--- config.mk ---
export PLATFORM = sky130hd
export DESIGN_NAME = fp_req_init
export DESIGN_NICKNAME = d
export VERILOG_FILES = /design/src/rtl/fp_req_init.sv
export SDC_FILE = /design/constraint.sdc
export NUM_CORES = 1
export LEC_CHECK = 0
export BUFFER_PORTS_ARGS = -buffer_cell sky130_fd_sc_hd__buf_2
export CORE_MARGIN = 2
export CORE_UTILIZATION = 48
export CTS_CLUSTER_DIAMETER = 200
export DETAILED_ROUTE_END_ITERATION = 8
export PLACE_DENSITY_LB_ADDON = 0.25
export SLEW_MARGIN = 30
export SYNTH_ARGS = -nofsm -noshare
export SYNTH_HDL_FRONTEND = slang
export SYNTH_SLANG_ARGS = --single-unit
export TNS_END_PERCENT = 30
--- constraint.sdc ---
create_clock -name clk -period 2.25 [get_ports clk]
set_input_delay 0.225 -clock clk [delete_from_list [all_inputs] [get_ports clk]]
set_output_delay 0.225 -clock clk [all_outputs]
set_load 0.005 [all_outputs]
--- src/rtl/fp_req_init.sv ---
// Requester side of a two-phase bundled-data link to fp_add: launches operand pairs, returns results on valid/ready.
// Latency: result 3 clk edges after the ack transition; WAIT gives up with quiet NaN after TMO cycles.
// Backpressure: in_ready only in IDLE with req/ack settled; DONE holds the result until out_ready.
module fp_req_init #(
    parameter int EMSB = 7,
    parameter int FMSB = 22,
    parameter int TMO  = 255,
    localparam int W   = EMSB + FMSB + 3
) (
    input  logic         clk,
    input  logic         rstn,
    input  logic         enable,
    input  logic         in_valid,
    output logic         in_ready,
    input  logic [W-1:0] in_data_1,
    input  logic [W-1:0] in_data_2,
    output logic         req,
    output logic [W-1:0] tx_data_1,
    output logic [W-1:0] tx_data_2,
    input  logic         ack,
    input  logic [W-1:0] rx_data,
    output logic         out_valid,
    input  logic         out_ready,
    output logic [W-1:0] out_data,
    output logic         out_err,
    output logic [15:0]  txn_cnt
);

    localparam logic [1:0] S_IDLE = 2'd0;
    localparam logic [1:0] S_WAIT = 2'd1;
    localparam logic [1:0] S_DONE = 2'd2;

    localparam logic [15:0]  TMO_LAST = 16'(TMO - 1);
    localparam logic [W-1:0] QNAN     = {1'b0, {(EMSB + 1){1'b1}}, 1'b1, {FMSB{1'b0}}};

    logic [1:0]   state_q, state_d;
    logic         req_q, req_d;
    logic         ack_m_q, ack_m_d;
    logic         ack_s_q, ack_s_d;
    logic [W-1:0] tx_data_1_q, tx_data_1_d;
    logic [W-1:0] tx_data_2_q, tx_data_2_d;
    logic         out_valid_q, out_valid_d;
    logic         out_err_q, out_err_d;
    logic [W-1:0] out_data_q, out_data_d;
    logic [15:0]  txn_cnt_q, txn_cnt_d;
    logic [15:0]  timer_q, timer_d;
    logic         link_idle;
    logic         accept;

    // Link is quiescent once the synchronized ack has caught up with req.
    assign link_idle = (ack_s_q == req_q);
    assign in_ready  = (state_q == S_IDLE) && enable && link_idle;
    assign accept    = in_valid && in_ready;

    always_comb begin
        state_d     = state_q;
        req_d       = req_q;
        ack_m_d     = ack;
        ack_s_d     = ack_m_q;
        tx_data_1_d = tx_data_1_q;
        tx_data_2_d = tx_data_2_q;
        out_valid_d = out_valid_q;
        out_err_d   = out_err_q;
        out_data_d  = out_data_q;
        txn_cnt_d   = txn_cnt_q;
        timer_d     = timer_q;

        case (state_q)
            S_IDLE: begin
                if (accept) begin
                    tx_data_1_d = in_data_1;
                    tx_data_2_d = in_data_2;
                    req_d       = ~req_q;
                    timer_d     = '0;
                    state_d     = S_WAIT;
                end
            end
            S_WAIT: begin
                // A match on the timeout edge still counts as a real result.
                if (link_idle) begin
                    out_data_d  = rx_data;
                    out_valid_d = 1'b1;
                    out_err_d   = 1'b0;
                    txn_cnt_d   = txn_cnt_q + 16'd1;
                    state_d     = S_DONE;
                end else if (timer_q == TMO_LAST) begin
                    out_data_d  = QNAN;
                    out_valid_d = 1'b1;
                    out_err_d   = 1'b1;
                    state_d     = S_DONE;
                end else begin
                    timer_d = timer_q + 16'd1;
                end
            end
            S_DONE: begin
                if (out_ready) begin
                    out_valid_d = 1'b0;
                    state_d     = S_IDLE;
                end
            end
            default: begin
                state_d = S_IDLE;
            end
        endcase
    end

    always_ff @(posedge clk or negedge rstn) begin
        if (!rstn) begin
            state_q     <= S_IDLE;
            req_q       <= 1'b0;
            ack_m_q     <= 1'b0;
            ack_s_q     <= 1'b0;
            tx_data_1_q <= '0;
            tx_data_2_q <= '0;
            out_valid_q <= 1'b0;
            out_err_q   <= 1'b0;
            out_data_q  <= '0;
            txn_cnt_q   <= '0;
            timer_q     <= '0;
        end else begin
            state_q     <= state_d;
            req_q       <= req_d;
            ack_m_q     <= ack_m_d;
            ack_s_q     <= ack_s_d;
            tx_data_1_q <= tx_data_1_d;
            tx_data_2_q <= tx_data_2_d;
            out_valid_q <= out_valid_d;
            out_err_q   <= out_err_d;
            out_data_q  <= out_data_d;
            txn_cnt_q   <= txn_cnt_d;
            timer_q     <= timer_d;
        end
    end

    assign req       = req_q;
    assign tx_data_1 = tx_data_1_q;
    assign tx_data_2 = tx_data_2_q;
    assign out_valid = out_valid_q;
    assign out_err   = out_err_q;
    assign out_data  = out_data_q;
    assign txn_cnt   = txn_cnt_q;

endmodule

==> results of run 1 <==
[critical path: stages (launching register included)]
cell	delay, ns
dfrtp_1	0.40
inv_1	0.10
ha_1	0.16
or4b_4	0.47
nor4_4	0.17
buf_4	0.20
o21ai_4	0.06
buf_12	0.17
a22o_1	0.28
[cell usage after synthesis (2+ instances only)]
master    count
nand2b_1      2
o21bai_1      2
nor2_1       22
a31oi_1       2
a22o_1       23
or3_1         2
o21ai_1       5
o31ai_1       2
nor3_1        7
ha_1          3
xnor2_1      12
o21ai_0      25
and3_1        2
xor2_1        6
nand2_1      30
buf_1         2
inv_1         7
buf_2         7
a21oi_1       5
dfrtp_1     135
nor4_1        2
nand3_1      11
buf_4         2
clkbuf_1      9
nand4_1       9
mux2_2       65
[layer usage]
metal / GRT usage, % / vias up
met3: 7.94 / 61
met5: 0 / -
met2: 49.7 / 223
li1: - / 2143
met4: 15.2 / 0
met1: 34.1 / 2361
[stage by stage]
stage / hold WS, ns / utilization [%]
final: 0.0587 / 76.9
after global routing: 0.0877 / 76.9
after CTS: 0.0521 / 76.7
after detailed placement: 0.267 / 61.8
after global placement: 0.257 / 61.8
after floorplan: -0.0706 / -
[state kept, by name, summed over array words and instances (netlist names)]
name	flops
ack_m_q	1
out_data	32
out_valid	1
timer_q	16
txn_cnt	16
ack_s_q	1
out_err	1
state_q	2
tx_data_1	32
tx_data_2	32
req	1
[timing repair]
item                                    in CTS  in global routing
gates cloned                                 0                  0
pin swaps                                    0                  1
hold buffers                                98                  0
gates resized for setup                      1                  1
setup buffers                                0                  2
endpoints found under the setup margin       6                 49
hold endpoints to repair                   140                  0
[area by class of cell]
cell class                 instances  area, um^2  share of cell area, %
timing repair buffer             331        2240                   26.7
multi-input combinational        254        1910                   22.8
inverter                           7        26.3                  0.314
tap                              140         175                   2.09
clock inverter                     8         140                   1.67
clock buffer                      24         500                   5.98
sequential                       135        3380                   40.3
antenna                            1        2.50                 0.0299
[final timing paths]
path | start | end | slack, ns | cells after the start
setup / recovery | timer_q[0]$_DFFE_PN0P_ | out_data[10]$_DFFE_PN0P_ | 0.09 | 8
hold / removal | rx_data[23] | out_data[23]$_DFFE_PN0P_ | 0.06 | 3
setup reg to reg | timer_q[0]$_DFFE_PN0P_ | out_data[10]$_DFFE_PN0P_ | 0.09 | 8
hold reg to reg | ack_m_q$_DFF_PN0_ | ack_s_q$_DFF_PN0_ | 0.35 | 0
max in group asynchronous | rstn | tx_data_1[17]$_DFFE_PN0P_ | 1.28 | 3
min in group asynchronous | rstn | tx_data_2[15]$_DFFE_PN0P_ | 0.23 | 2
[logic make-up after synthesis]
group           after synthesis
buf+inv                      27
simple gates                 98
flops                       135
mux                          65
fa+ha+maj                     3
compound gates               70
xor+xnor                     18
[where the power goes]
part | total [uW] | internal, uW | switching, uW
Clock | 2990 | 1970 | 1010
Sequential | 4040 | 3400 | 634
Combinational | 3530 | 1860 | 1670
Total | 10600 | 7240 | 3320
==> flow_metrics.env, run 1 <==
export IMPL_status="finished clean"
export IMPL_wl_met2_mm=9.07
export IMPL_clk_latency_ns=0.53
export IMPL_h_tree_depth=4
export IMPL_first_pass_iters=5
export IMPL_synthMuxAreaShare_pct=13.6
export IMPL_cts_sinks=135
export IMPL_pin_count=218
export IMPL_mostFrequentLayoutCell="buf_2"
export IMPL_drt_initial_drc_count=220
export IMPL_met1_length_mm=6.34
export IMPL_post_dp_hpwl_mm=9.72
export IMPL_die_h_um=110
export IMPL_antenna_found_initial=0
export IMPL_synthAdderAreaFrac_pct=0.697
export IMPL_yosys_warnings=0
export IMPL_dp_slack_ns=0.00797
export IMPL_synth_cells=416
export IMPL_num_fill_cells=655
export IMPL_mostFrequentLayoutCells="buf_2, dfrtp_1, dlygate4sd3_1, mux2_2, nand2_1"
export IMPL_rsz0062_at_grt="no"
export IMPL_avgSynthCellArea_um2=13.0
export IMPL_syn_nets=521
export IMPL_p_leak_uw=0.00414
export IMPL_cts_root_buffer="clkbuf_8"
export IMPL_io_buffers=217
export IMPL_setup_viol=0
export IMPL_ir_drop_v=0.000708
export IMPL_p_per_area_nw_per_um2=1260
export IMPL_critPathRequiredTime_ns=2.65
export IMPL_yosysTopAreaCellShare_pct=62.7
export IMPL_grt_max_degree=62
export IMPL_drt_total_wl_mm=17.2
export IMPL_max_slew_margin_pct=55.6
export IMPL_placed_area_um2=6730
export IMPL_yosys_area_top_type="dfrtp_1"
export IMPL_final_area_um2=8370
export IMPL_gp_congestion=0.849
export IMPL_fmax_mhz=464
export IMPL_tritoncts="built"
export IMPL_rows=38
export IMPL_wl_per_cell_um=19.1
export IMPL_worstSetupStartpointType="flip-flop"
export IMPL_ant_nets=0
export IMPL_drv_cap=0
export IMPL_die_area_um2=12100
export IMPL_track_usage_pct=29.4
export IMPL_grt_overflow=0
export IMPL_core_area_um2=10900
export IMPL_endpoint_kind="flip-flop"
export IMPL_drv_slew=0
export IMPL_fin_ws_ns=0.0932
export IMPL_cts_buffers=17
export IMPL_grt_pass1_wl_mm=26.2
export IMPL_synth_compound_gate_area_share_pct=8.68
export IMPL_stdcell_count=900
export IMPL_drcViolationCount=0
export IMPL_ys_flop_type="dfrtp_1"
export IMPL_tightest_slew_ns=0.664
export IMPL_drive_above_1_share_pct=44.3
export IMPL_totalPowerFinal_uw=10600
export IMPL_seq_area_frac_synth_pct=62.7
export IMPL_dp_cells=767
export IMPL_syn_area_um2=5390
export IMPL_synth_xor_area_share_pct=2.93
export IMPL_wl_met3_mm=1.13
export IMPL_synth_area_leaders="dfrtp_1, mux2_2, a22o_1"
export IMPL_worstSetupPathType="flip-flop to flip-flop"
export IMPL_fp_dieW_um=110
export IMPL_period_share_pct=95.9
export IMPL_final_hold_viol_count=0
export IMPL_vias=4788
export IMPL_tns_ns=0
export IMPL_arrival_ns=2.56
export IMPL_synth_cell_types=43
export IMPL_fin_crit_ns=2.16
export IMPL_nets=851
export IMPL_hold_path_class="input pin to flip-flop"
export IMPL_synth_simple_area_share_pct=9.24
export IMPL_synth_top_family_by_area="multiplexers"
export IMPL_grt_pass1_vias=5091
export IMPL_top_layer="met4"
export IMPL_path_clk_slew_ns=0.06
export IMPL_start_util_pct=49.5
export IMPL_ys_ff_latch=135
export IMPL_syn2layout_area_growth_pct=55.4
export IMPL_viasPerCell=5.32
export IMPL_synth_edff_count=0
export IMPL_cp_max_fo=43
export IMPL_skew_ns=0.00711
export IMPL_cts_buffer_depth=2
export IMPL_async_flop_share_pct=100
No activity file was read; power rests on OpenSTA's default activity.
==> inputs of run 2 (changes only) <==
--- a/config.mk
+++ b/config.mk
@@ -6,6 +6,7 @@
 export NUM_CORES = 1
 export LEC_CHECK = 0
 export BUFFER_PORTS_ARGS = -buffer_cell sky130_fd_sc_hd__buf_2
+export CORE_ASPECT_RATIO = 0.8
 export CORE_MARGIN = 2
 export CORE_UTILIZATION = 48
 export CTS_CLUSTER_DIAMETER = 200
==> run 2 against run 1 <==
Combinational power fell by 7.6%. Global-route usage fell by 7.2 points. Die area barely moved. Clock skew rose by 0.0015 ns. Clock power fell by 7.7%. Sequential power fell by 3%. Final cell count fell by 9.7%. Register-to-register slack improved by 0.02 ns. Fmax rose by 0.79%. Critical path depth did not move. Sequential cell count did not move. Critical path type unchanged.
==> flow_metrics.env, run 2 (synthesized netlist as in run 1, its figures left out) <==
export IMPL_status="finished clean"
export IMPL_num_fill_cells=804
export IMPL_grt_pass1_vias=4200
export IMPL_endpoint_kind="flip-flop"
export IMPL_cts_root_buffer="clkbuf_16"
export IMPL_grt_pass1_wl_mm=20.6
export IMPL_core_area_um2=10900
export IMPL_top_layer="met4"
export IMPL_p_per_area_nw_per_um2=1340
export IMPL_fmax_mhz=467
export IMPL_rsz0062_at_grt="yes"
export IMPL_start_util_pct=49.5
export IMPL_p_leak_uw=0.00374
export IMPL_cts_sinks=135
export IMPL_h_tree_depth=4
export IMPL_first_pass_iters=4
export IMPL_worstSetupStartpointType="flip-flop"
export IMPL_wl_met2_mm=6.33
export IMPL_grt_max_degree=69
export IMPL_hold_path_end="state_q[1]$_DFFE_PN0P_"
export IMPL_gp_congestion=0.881
export IMPL_wl_per_cell_um=16.2
export IMPL_viasPerCell=5.15
export IMPL_stdcell_count=813
export IMPL_antenna_found_initial=0
export IMPL_r2r_start="timer_q[0]$_DFFE_PN0P_"
export IMPL_r2r_cells=8
export IMPL_fp_dieW_um=122
export IMPL_drt_initial_drc_count=234
export IMPL_cts_buffer_depth=2
export IMPL_final_hold_viol_count=0
export IMPL_drcViolationCount=0
export IMPL_holdCritStartpoint="out_ready"
export IMPL_path_buf_inv=3
export IMPL_syn2layout_area_growth_pct=37.6
export IMPL_ir_drop_v=0.000848
export IMPL_hold_path_class="input pin to flip-flop"
export IMPL_clk_latency_ns=0.41
export IMPL_fin_crit_ns=2.14
export IMPL_post_dp_hpwl_mm=9.15
export IMPL_mostFrequentLayoutCells="buf_2, dfrtp_1, mux2_2, nand2_1, o21ai_0"
export IMPL_hold_path_depth=2
export IMPL_met1_length_mm=5.61
export IMPL_rows=34
export IMPL_path_cells="inv_2 > ha_1 > or4b_4 > nor4_4 > buf_4 > o21ai_4 > buf_12 > a22o_1"
export IMPL_drv_cap=0
export IMPL_vias=4185
export IMPL_track_usage_pct=22.2
export IMPL_cp_max_fo=22
export IMPL_drt_total_wl_mm=13.2
export IMPL_arrival_ns=2.43
export IMPL_grt_overflow=0
export IMPL_mostFrequentLayoutCell="buf_2"
export IMPL_critPathRequiredTime_ns=2.54
export IMPL_period_share_pct=95.1
export IMPL_tightest_slew_ns=0.680
export IMPL_wl_met3_mm=1.03
export IMPL_worstSetupPathType="flip-flop to flip-flop"
export IMPL_max_slew_margin_pct=54.5
export IMPL_slowest_stage="or4b_4"
export IMPL_ant_nets=0
export IMPL_pin_count=218
export IMPL_die_h_um=98.8
export IMPL_drive_above_1_share_pct=51.3
export IMPL_r2r_end="out_data[18]$_DFFE_PN0P_"
export IMPL_dp_cells=776
export IMPL_diodes=0
export IMPL_cp_slowest_stage_delay_ns=0.46
export IMPL_totalPowerFinal_uw=9930
export IMPL_cts_buffers=17
export IMPL_r2r_setup_slack_ns=0.11
export IMPL_io_buffers=217
export IMPL_post_route_util_pct=68.1
export IMPL_die_area_um2=12100
export IMPL_drv_slew=0
export IMPL_placed_area_um2=6760
export IMPL_setup_viol=0
export IMPL_nets=761
export IMPL_crit_family="simple AND/OR/NAND/NOR gates"
export IMPL_final_area_um2=7410
export IMPL_tritoncts="built"
export IMPL_skew_ns=0.00860
export IMPL_path_clk_slew_ns=0.06
[run 2: layout make-up]
class	count	area, um^2	share of cell area (%)
clock buffers	17	425	5.74
clock inverters	15	166	2.24
inverters	7	26.3	0.354
multi-input cells	254	1910	25.8
flip-flops and latches	135	3380	45.6
well taps	144	180	2.43
repair buffers	241	1330	17.9
[run 2: worst max path at each step]
stage                                      start                  endpoint  slack [ns]  cells after the start
after global placement    timer_q[0]$_DFFE_PN0P_   out_data[3]$_DFFE_PN0P_        0.13                      8
final                     timer_q[0]$_DFFE_PN0P_  out_data[18]$_DFFE_PN0P_        0.11                      8
after detailed placement  timer_q[0]$_DFFE_PN0P_   out_data[4]$_DFFE_PN0P_        0.09                      8
after floorplan           timer_q[0]$_DFFE_PN0P_  out_data[10]$_DFFE_PN0P_        0.19                      7
after global routing      timer_q[0]$_DFFE_PN0P_  out_data[18]$_DFFE_PN0P_       -0.04                      8
after CTS                 timer_q[0]$_DFFE_PN0P_  out_data[18]$_DFFE_PN0P_        0.07                      8
[run 2: where the power goes]
part	switching (uW)	internal [uW]
Clock	1110	1660
Combinational	1470	1790
Sequential	510	3400
Total	3090	6850
[run 2: repair_timing]
action	CTS	global route
setup endpoints to repair	0	36
hold endpoints to repair	32	0
buffers inserted	0	2
gates resized for setup	0	3
hold buffers	2	0
[run 2: metal layers]
layer	GRT usage [%]	vias to the layer above
met2	35.1	170
met5	0	-
met4	9.11	0
li1	-	1968
met1	28.1	2028
met3	7.64	19
[run 2: stage by stage]
step | setup slack [ns] | hold slack, ns | TNS [ns]
final | 0.110 | 0.0207 | 0
after global routing | -0.0413 | 0.00789 | -0.408
after CTS | 0.0725 | 0.00512 | 0
after detailed placement | 0.0902 | 0.202 | 0
after global placement | 0.133 | 0.194 | 0
after floorplan | 0.191 | -0.0706 | 0
==> inputs of run 3 (changes only) <==
--- a/config.mk
+++ b/config.mk
@@ -11,7 +11,7 @@
 export CORE_UTILIZATION = 48
 export CTS_CLUSTER_DIAMETER = 200
 export DETAILED_ROUTE_END_ITERATION = 8
-export PLACE_DENSITY_LB_ADDON = 0.25
+export PLACE_DENSITY = 0.9
 export SLEW_MARGIN = 30
 export SYNTH_ARGS = -nofsm -noshare
 export SYNTH_HDL_FRONTEND = slang
==> run 3 against run 2 <==
First-iteration DRC count fell by 33%. Sequential power rose by 1%. Design area fell by 0.88%. Via count rose by 0.93%. Final cell count fell by 1.2%. Routed wire length rose by 4.5%. Clock power rose by 1%. Utilization fell by 0.60 points. Sequential share of layout area rose by 0.40 points. Setup slack got worse by 0.046 ns. Critical path type unchanged. Highest routed layer unchanged.
==> flow_metrics.env, run 3 (synthesized netlist as in run 1, its figures left out) <==
export IMPL_ir_drop_v=0.000817
export IMPL_post_dp_hpwl_mm=9.90
export IMPL_drv_cap=0
export IMPL_totalPowerFinal_uw=9980
export IMPL_tritoncts="built"
export IMPL_grt_pass1_vias=4547
export IMPL_wl_per_cell_um=17.2
export IMPL_syn2layout_area_growth_pct=36.4
export IMPL_rsz0062_at_grt="no"
export IMPL_skew_ns=0.00733
export IMPL_r2r_end="out_data[1]$_DFFE_PN0P_"
export IMPL_grt_pass1_wl_mm=21.8
export IMPL_drcViolationCount=0
export IMPL_diodes=0
export IMPL_arrival_ns=2.46
export IMPL_clk_latency_ns=0.40
export IMPL_hold_path_class="input pin to flip-flop"
export IMPL_core_area_um2=10900
export IMPL_start_util_pct=49.5
export IMPL_cp_depth=5
export IMPL_p_leak_uw=0.00369
export IMPL_stdcell_count=803
export IMPL_r2r_cells=5
export IMPL_r2r_start="timer_q[7]$_DFFE_PN0P_"
export IMPL_r2r_setup_slack_ns=0.06
export IMPL_cts_setup_buffers=0
export IMPL_first_pass_iters=5
export IMPL_fmax_mhz=457
export IMPL_antenna_found_initial=0
export IMPL_worstSetupStartpointType="flip-flop"
export IMPL_grt_max_degree=65
export IMPL_drt_initial_drc_count=156
export IMPL_path_buf_inv=1
export IMPL_crit_path_end="out_data[1]$_DFFE_PN0P_"
export IMPL_whs_ns=0.0426
export IMPL_fp_dieW_um=122
export IMPL_grt_overflow=0
export IMPL_dp_cells=770
export IMPL_tightest_slew_ns=0.709
export IMPL_critPathRequiredTime_ns=2.53
export IMPL_track_usage_pct=23.5
export IMPL_cts_buffers=17
export IMPL_cp_slowest_stage_delay_ns=0.58
export IMPL_path_clk_slew_ns=0.06
export IMPL_drv_slew=0
export IMPL_endpoint_kind="flip-flop"
export IMPL_cp_max_fo=33
export IMPL_setup_viol=0
export IMPL_status="finished clean"
export IMPL_drt_total_wl_mm=13.8
export IMPL_viasPerCell=5.26
export IMPL_vias=4224
export IMPL_nets=752
export IMPL_drive_above_1_share_pct=50.5
export IMPL_mostFrequentLayoutCells="buf_2, dfrtp_1, mux2_2, nand2_1, o21ai_0"
export IMPL_holdCritStartpoint="out_ready"
export IMPL_ant_nets=0
export IMPL_tns_ns=0
export IMPL_rows=34
export IMPL_h_tree_depth=4
export IMPL_cts_buffer_depth=2
export IMPL_slowest_stage="or4bb_1"
export IMPL_gp_congestion=0.930
export IMPL_cts_sinks=135
export IMPL_worstSetupPathType="flip-flop to flip-flop"
export IMPL_pin_count=218
export IMPL_path_cells="or4bb_1 > nor4_4 > o21ai_2 > buf_12 > a22o_1"
export IMPL_p_per_area_nw_per_um2=1360
export IMPL_crit_start="timer_q[7]$_DFFE_PN0P_"
export IMPL_final_hold_viol_count=0
export IMPL_fin_crit_ns=2.19
export IMPL_die_area_um2=12100
export IMPL_cts_root_buffer="clkbuf_16"
export IMPL_io_buffers=217
export IMPL_die_h_um=98.8
export IMPL_mostFrequentLayoutCell="buf_2"
export IMPL_max_slew_margin_pct=52.5
export IMPL_period_share_pct=97.2
export IMPL_crit_family="simple AND/OR/NAND/NOR gates"
[run 3: worst min path at each step]
stage | to | slack (ns) | cells past startpoint
finish | state_q[1]$_DFFE_PN0P_ | 0.04 | 2
global route | out_data[12]$_DFFE_PN0P_ | 0.04 | 2
CTS | out_data[12]$_DFFE_PN0P_ | 0.02 | 2
detailed placement | tx_data_2[0]$_DFFE_PN0P_ | 0.08 | 1
global placement | tx_data_2[3]$_DFFE_PN0P_ | 0.07 | 1
floorplan | ack_m_q$_DFF_PN0_ | -0.07 | 0
[run 3: what timing repair did]
action / 4_1_cts / 5_1_grt
hold endpoints to repair: 136 / 0
endpoints found under the setup margin: 0 / 38
gates resized for setup: 0 / 2
hold buffers: 2 / 0
[run 3: metal layers]
| metal | vias to the layer above | track usage (%) | wire, um |
|---|---|---|---|
| met3 | 27 | 6.94 | 993 |
| met4 | 0 | 9.90 | 261 |
| li1 | 1942 | - | - |
| met5 | - | 0 | 0 |
| met1 | 2058 | 27.0 | 5430 |
| met2 | 197 | 40.8 | 7100 |
[run 3: final cells by class]
class | instances | area (um^2)
Clock buffer | 19 | 453
Clock inverter | 12 | 151
Fill cell | 798 | 3540
Inverter | 7 | 26.3
Multi-Input combinational cell | 254 | 1900
Sequential cell | 135 | 3380
Tap cell | 144 | 180
Timing Repair Buffer | 232 | 1260
[run 3: per-stage QoR]
stage	cell area, um^2	util (%)	worst slack (ns)
floorplan	5390	-	0.191
global placement	6720	61.7	0.102
detailed placement	6720	61.7	0.0271
CTS	7340	67.4	0.00287
global route	7350	67.5	0.0104
finish	7350	67.5	0.0641
[run 3: power breakdown]
group          internal, uW  switching, uW  total (uW)  leakage (uW)
combinational          1740           1480        3220       0.00172
clock                  1790           1010        2800      0.000295
sequential             3400            552        3960       0.00168
total                  6940           3040        9980       0.00369
